[config.mk]
export PLATFORM = sky130hd
export DESIGN_NAME = updi_cs_sched
export DESIGN_NICKNAME = d
export VERILOG_FILES = /design/src/rtl/updi_cs_sched.sv
export SDC_FILE = /design/constraint.sdc
export NUM_CORES = 1
export LEC_CHECK = 0
export BUFFER_PORTS_ARGS = -buffer_cell sky130_fd_sc_hd__buf_2
export CAP_MARGIN = 20
export CORE_ASPECT_RATIO = 0.75
export CORE_MARGIN = 5
export CORE_UTILIZATION = 50
export CTS_BUF_LIST = sky130_fd_sc_hd__clkbuf_8 sky130_fd_sc_hd__clkbuf_16
export DETAILED_ROUTE_END_ITERATION = 16
export PLACE_DENSITY = 0.77
export SLEW_MARGIN = 20
export SYNTH_ARGS = -nofsm -noshare
export SYNTH_HDL_FRONTEND = slang
export SYNTH_SLANG_ARGS = --single-unit
[constraint.sdc]
create_clock -name i_clk -period 2.5 [get_ports i_clk]
set_clock_uncertainty 0.2 [all_clocks]
set_input_delay 0.125 -clock i_clk [delete_from_list [all_inputs] [get_ports i_clk]]
set_output_delay 0.125 -clock i_clk [all_outputs]
set_load 0.05 [all_outputs]
[src/rtl/updi_cs_sched.sv]
// UPDI control/status access scheduler.
// Arbitrates two requesters, emits SYNCH/opcode/data, and returns responses.
module updi_cs_sched #(
  parameter int TIMEOUT_CYCLES = 1024
) (
  input  logic        i_clk,
  input  logic        i_rst,
  input  logic [1:0]  i_req,
  input  logic [1:0]  i_req_wr,
  input  logic [7:0]  i_req_addr,
  input  logic [15:0] i_req_wdata,
  output logic [1:0]  o_gnt,
  output logic [7:0]  o_tx_data,
  output logic        o_tx_valid,
  input  logic        i_tx_ready,
  input  logic [7:0]  i_rx_data,
  input  logic        i_rx_valid,
  output logic [1:0]  o_rsp_valid,
  output logic [7:0]  o_rsp_data,
  output logic        o_rsp_err,
  output logic        o_busy
);

  typedef enum logic [2:0] {
    IDLE, SYNC, OPCODE, WDATA, WAIT_RX, RESP
  } state_t;

  localparam logic [15:0] TMAX = 16'(TIMEOUT_CYCLES - 1);

  state_t      state_q, state_d;
  logic        last_q, last_d;
  logic        owner_q, owner_d;
  logic        wr_q, wr_d;
  logic [3:0]  addr_q, addr_d;
  logic [7:0]  wdata_q, wdata_d;
  logic [1:0]  gnt_q, gnt_d;
  logic [15:0] cnt_q, cnt_d;
  logic [7:0]  rsp_data_q, rsp_data_d;
  logic        rsp_err_q, rsp_err_d;
  logic        win;
  logic        tx_hs;

  assign o_tx_valid = (state_q == SYNC) ||
                      (state_q == OPCODE) ||
                      (state_q == WDATA);
  assign tx_hs = o_tx_valid & i_tx_ready;

  always_comb begin
    o_tx_data = 8'h00;
    unique case (state_q)
      SYNC:    o_tx_data = 8'h55;
      OPCODE:  o_tx_data = {1'b1, wr_q, 2'b00, addr_q};
      WDATA:   o_tx_data = wdata_q;
      default: o_tx_data = 8'h00;
    endcase
  end

  always_comb begin
    state_d    = state_q;
    last_d     = last_q;
    owner_d    = owner_q;
    wr_d       = wr_q;
    addr_d     = addr_q;
    wdata_d    = wdata_q;
    gnt_d      = 2'b00;
    cnt_d      = cnt_q;
    rsp_data_d = rsp_data_q;
    rsp_err_d  = rsp_err_q;
    // Most recent grantee loses a tie.
    win = (i_req[0] & i_req[1]) ? ~last_q : i_req[1];
    unique case (state_q)
      IDLE: begin
        if (|i_req) begin
          owner_d    = win;
          last_d     = win;
          wr_d       = win ? i_req_wr[1] : i_req_wr[0];
          addr_d     = win ? i_req_addr[7:4] : i_req_addr[3:0];
          wdata_d    = win ? i_req_wdata[15:8] : i_req_wdata[7:0];
          gnt_d[win] = 1'b1;
          state_d    = SYNC;
        end
      end
      SYNC: begin
        if (tx_hs) state_d = OPCODE;
      end
      OPCODE: begin
        if (tx_hs) begin
          state_d = wr_q ? WDATA : WAIT_RX;
          cnt_d   = 16'h0000;
        end
      end
      WDATA: begin
        if (tx_hs) begin
          rsp_data_d = 8'h00;
          rsp_err_d  = 1'b0;
          state_d    = RESP;
        end
      end
      WAIT_RX: begin
        if (i_rx_valid) begin
          rsp_data_d = i_rx_data;
          rsp_err_d  = 1'b0;
          state_d    = RESP;
        end else if (cnt_q == TMAX) begin
          rsp_data_d = 8'h00;
          rsp_err_d  = 1'b1;
          state_d    = RESP;
        end else if (cnt_q != 16'hFFFF) begin
          cnt_d = cnt_q + 16'd1;
        end
      end
      RESP:    state_d = IDLE;
      default: state_d = IDLE;
    endcase
  end

  always_ff @(posedge i_clk) begin
    if (i_rst) begin
      state_q    <= IDLE;
      last_q     <= 1'b1;
      owner_q    <= 1'b0;
      wr_q       <= 1'b0;
      addr_q     <= 4'h0;
      wdata_q    <= 8'h00;
      gnt_q      <= 2'b00;
      cnt_q      <= 16'h0000;
      rsp_data_q <= 8'h00;
      rsp_err_q  <= 1'b0;
    end else begin
      state_q    <= state_d;
      last_q     <= last_d;
      owner_q    <= owner_d;
      wr_q       <= wr_d;
      addr_q     <= addr_d;
      wdata_q    <= wdata_d;
      gnt_q      <= gnt_d;
      cnt_q      <= cnt_d;
      rsp_data_q <= rsp_data_d;
      rsp_err_q  <= rsp_err_d;
    end
  end

  assign o_gnt       = gnt_q;
  assign o_rsp_valid = (state_q == RESP) ?
                       (owner_q ? 2'b10 : 2'b01) : 2'b00;
  assign o_rsp_data  = rsp_data_q;
  assign o_rsp_err   = rsp_err_q;
  assign o_busy      = (state_q != IDLE);

endmodule

# ---- Word level (Yosys, flattened, before mapping)
# Cells that the tools add are included.
dict set report classes {
  n_addsub 1
  multipliers 0
  div_mod_pow 0
  n_lt_le_gt_ge 2
  eq_ne 15
  shift 0
  muxes 30
  bitwise 5
  n_reduce_logical 13
}
# operator n
set op_table {}
lappend op_table {{$mux W16} 4}
lappend op_table {{$mux W8} 4}
lappend op_table {{$pmux W16 S2} 1}
lappend op_table {{$pmux W8 S3} 1}
lappend op_table {{$mux W3} 7}
lappend op_table {{$add A16 B1 Y16 const B} 1}
lappend op_table {{$eq A16 B10 Y1 const B} 1}
lappend op_table {{$ne A16 B16 Y1 const B} 1}
lappend op_table {{$pmux W8 S2} 1}
lappend op_table {{$pmux W3 S5} 1}
lappend op_table {{$ne A2 B2 Y1 const B} 7}
lappend op_table {{$reduce_and A5 Y1} 2}
lappend op_table {{$eq A3 B2 Y1 const B} 2}
lappend op_table {{$eq A3 B3 Y1 const B} 2}
lappend op_table {{$mux W1} 6}
lappend op_table {{$mux W2} 2}
lappend op_table {{$mux W4} 1}
lappend op_table {{$reduce_bool A2 Y1} 2}
lappend op_table {{$eq A3 B1 Y1 const B} 1}
lappend op_table {{$logic_not A3 Y1} 1}
lappend op_table {{$ne A3 B3 Y1 const B} 1}
lappend op_table {{$not A1 Y1} 3}
lappend op_table {{$reduce_and A3 Y1} 1}
lappend op_table {{$reduce_bool A3 Y1} 1}
lappend op_table {{other kinds (10)} 12}
dict set report word_totals {
  register_bits 45
  latchBits 0
  ramBits 0
  rom_bits 0
  in_bits 40
  output_inout_bits 23
  wordCells 76
  mem_count 0
}

# ---- Depth between registers and ports, before layout
dict set report depth {
  depth_word 6
  ltp_mapped 7
  ltp_nobuf 6
}

# ---- Worst setup path before layout
# No wires, ideal clock.
dict set report synth_path {
  kind {reg2out}
  startpoint {reg state_q[0]}
  endpoint {out o_tx_data[0]}
  arrival_time_ns 1.700
  required_ns 2.175
  slack_ns 0.475
  path_stages_with_launch 5
  n_path_buf 2
  cell_sequence {dfxtp_1 > clkbuf_8 > clkbuf_1 > o21ai_0 > a21oi_1}
}
dict set report synth_via {
  elab_chain_len 2
  elab_cells_between_ends 4
  cone_classes {3 x eq/ne; 1 x mux}
}
# element line_no
set synth_lines {}
lappend synth_lines {{from (decl)} 30} ;# state_t state_q, state_d;
lappend synth_lines {{from (signal assigned)} 130} ;# state_q <= state_d;
lappend synth_lines {{$eq A3 B2 Y1 or $eq A3 B1 Y1 (tied branches)} 50} ;# unique case (state_q)
lappend synth_lines {{$pmux W8 S3 *} 50}
lappend synth_lines {{to (decl)} 13} ;# output logic [7:0] o_tx_data,
# Mark *: on every way between the ends. The rest lies on a longest branch, timed or not.

# ---- Worst setup path in the final report
dict set report layout_path {
  startpoint {reg cnt_q[12]}
  endpoint {reg cnt_q[14]}
}
dict set report layout_via {
  elab_chain_len 5
  elab_cells_between_ends 10
  cone_classes {1 x add/sub; 4 x eq/ne; 4 x mux; 1 x reduce/logical}
}
# element line_no
set layout_lines {}
lappend layout_lines {{from (decl)} 37} ;# logic [15:0] cnt_q, cnt_d;
lappend layout_lines {{from (signal assigned)} 137} ;# cnt_q <= cnt_d;
lappend layout_lines {{$add A16 B1 Y16} 109} ;# cnt_d = cnt_q + 16'd1;
lappend layout_lines {{$mux W16} 108} ;# end else if (cnt_q != 16'hFFFF) begin
lappend layout_lines {{$mux W16} 104} ;# end else if (cnt_q == TMAX) begin
lappend layout_lines {{$mux W16} 100} ;# if (i_rx_valid) begin
lappend layout_lines {{$pmux W16 S2} 71} ;# unique case (state_q)
# Several ways; a longest one is shown, not always the timed one. The select of a mux whose other input is x is not followed.
# A chain may end at the register's enable or synchronous reset.

==> results_dict.tcl <==
set metrics [dict create \
    r2r-end "cnt_q[14]" \
    tightestPinTransition_ns 0.5974 \
    max_cap_viol_count 0 \
    vias_per_cell 5.773 \
    hold_end "wdata_q[0]" \
    setup_slack_ns 0.2814 \
    rows 21 \
    areaGrowthSynthToFinish_pct 34.60 \
    holdPathStages 3 \
    drt_first_pass_iters 4 \
    synth_edf_count 0 \
    diodes 0 \
    hold_path_class "primary input to flop" \
    cts_buffers 5 \
    multi_input_area_sq_um 1295 \
    wl_per_cell_um 15.47 \
    die_height_um 68.78 \
    synth_area_leader_cell "dfxtp_1" \
    ff2ff_path_depth 5 \
    ctsRootBufferMaster "clkbuf_8" \
    crit_start "cnt_q[12]" \
    dr_total_vias 2396 \
    slew_violations 0 \
    max_freq_mhz 450.7 \
    p_leak_nw 1.277 \
    synth_top_area_share_pct 39.11 \
    ys_seq_area_share_pct 39.11 \
    grt_pass1_vias 2286 \
    initial_core_util_pct 51.57 \
    status "finished, final reports clean" \
    seq_area_sq_um 900.9 \
    yosysUniqueCellTypes 51 \
    clk_latency_ns 0.30 \
    yosysWarnings 0 \
    clock_path_buffers 2 \
    yosysMostFrequentCell "dfxtp_1" \
    fin_crit_sh_pct 88.74 \
    die_area_sq_um 6078 \
    post-route-min-period_ns 2.219 \
    hold_violations 0 \
    fillers 351 \
    antenna_found_initial 0 \
    h-tree-depth 2 \
    cts_tree "done" \
    coreArea_sq_um 4467 \
    clk_pin_slew_worst_paths_ns 0.09 \
    yosys-top-cells-area "dfxtp_1, a211oi_1, mux2i_1" \
    synth_seq_cells 45 \
    syn_nets 306 \
    synth_area_sq_um 2303 \
    ir_drop_mv 0.4683 \
    power.density_nw_per_um2 707.3 \
    cp-end-kind "flop" \
    required_ns 2.46 \
    gr-total-overflow 0 \
    drive_gt1_share_pct 25.42 \
    cts_resized 0 \
    tns_ns 0 \
    die_w_um 88.38 \
    rsz0062_at_grt "no" \
    cts.sinks 45 \
    drc 0 \
    layout.nets 398 \
    wl_um 6418 \
    crit_type "flop to flop" \
    grt_pass1_wl_um 10140 \
    synthCells 265 \
    synthTopCellsByCount "dfxtp_1, nor2_1, a211oi_1" \
    synthArstFlopShare_pct 0 \
    reg2reg_slack_ns 0.28 \
    grt_max_degree 35 \
    worstSetupStartpointType "flop" \
    drtIter0Drc 164 \
    min-delay-start "i_req_wdata[0]" \
    ant_nets 0 \
    syn_area_per_cell_sq_um 8.692 \
    grt_usage_pct 21.46 \
    postCtsSetupRepairBufs 0 \
    place.gp.congestion 0.8793 \
    portBuffers 62 \
    dpl.hpwl_um 4184 \
    ys.flop_type "dfxtp_1" \
    relSlewSlack_pct 60.13 \
    io_pins 63 \
    arrival_ns 2.18 \
    crit_fanout 6 \
    rr_startpoint "cnt_q[12]" \
    setup_viol 0 \
    preCtsSetupSlack_ns 0.3124 \
]
how the worst max path moves through the flow:
stage / to / slack (ns) / cells after the start
floorplan: o_tx_data[0] / 0.48 / 4
global placement: cnt_q[14] / 0.37 / 5
detailed placement: cnt_q[14] / 0.31 / 5
CTS: cnt_q[14] / 0.30 / 5
global route: cnt_q[14] / 0.15 / 5
finish: cnt_q[14] / 0.28 / 5
layer usage:
metal / track usage, % / part of all wire, % / up-vias
met5: 0 / 0 / -
met4: 8.113 / 1.9 / 0
met3: 4.394 / 7.3 / 16
met2: 36.38 / 46 / 87
met1: 27.07 / 45 / 1106
li1: - / - / 1187
final cells by class:
cell class	count	share of cell area, %
Multi-Input combinational cell	197	41.77
Sequential cell	45	29.06
Inverter	6	0.7264
Tap cell	57	2.300
Clock inverter	2	1.211
Timing Repair Buffer	102	22.28
Clock buffer	6	2.663
kinds of logic (layout without fill, tap and decap cells):
| kind of cell | after synthesis | count (layout) | share of synthesized area (%) |
|---|---|---|---|
| buffers and inverters | 23 | 116 | 4.834 |
| DFF | 45 | 45 | 39.11 |
| muxes | 15 | 15 | 6.518 |
| and+or+nand+nor | 91 | 91 | 20.64 |
| adders and majority gates | 1 | 1 | 0.5431 |
| AOI/OAI and AO/OA | 90 | 90 | 28.35 |
power by group:
part	leakage (nW)	switching (mW)	total [mW]	internal, mW
Combinational	0.853	0.488	0.756	0.268
Clock	0.0574	0.251	0.576	0.325
Sequential	0.367	0.0620	0.861	0.799
Total	1.28	0.801	2.19	1.39
worst max-delay path: stages (launching register included):
cell and delay (ns):
dfxtp_1 0.37, or4_4 0.54, nor3_4 0.23, o2111ai_1 0.37, a41oi_1 0.30, a211oi_1 0.07
metrics by stage:
step           cell area [sq um]  power (mW)  std cells  hold WS [ns]  utilization, %
2_1_floorplan               2303       1.414        265       0.05795               -
3_3_place_gp                2660       1.561        375        0.1492           59.55
3_5_place_dp                2660       1.573        375        0.1504           59.55
4_1_cts                     3100       2.197        415      0.004000           69.41
5_1_grt                     3100       2.321        415      0.005360           69.41
6_report                    3100       2.193        415      0.003864           69.41
registers in the layout, indices dropped and copies added (netlist names):
register	flops
addr_q	4
cnt_q	16
last_q	1
o_gnt	2
o_rsp_data	8
o_rsp_err	1
owner_q	1
state_q	3
wdata_q	8
wr_q	1
layout by cell type, fill, tap and decap left out, types with 3 or more instances in the layout:
cell type	instances
a32o_1	4
a31oi_1	9
o211ai_1	7
nand2_1	16
nor2_1	30
nor4_1	3
o21ai_0	12
dlygate4sd3_1	32
nor3_1	6
a211oi_1	20
and3_1	9
nand3_1	4
buf_4	8
a311oi_1	4
nor2b_1	4
clkbuf_8	6
dfxtp_1	45
a21oi_1	9
inv_1	6
nand4_1	4
a22o_1	8
o21a_1	4
mux2i_1	15
buf_2	62
timing repair:
action                                 in CTS  in global routing
hold buffers                               32                  0
endpoints found under the hold margin      22                  0
setup endpoints to repair                   0                  0
(Power assumes the default switching activity.)
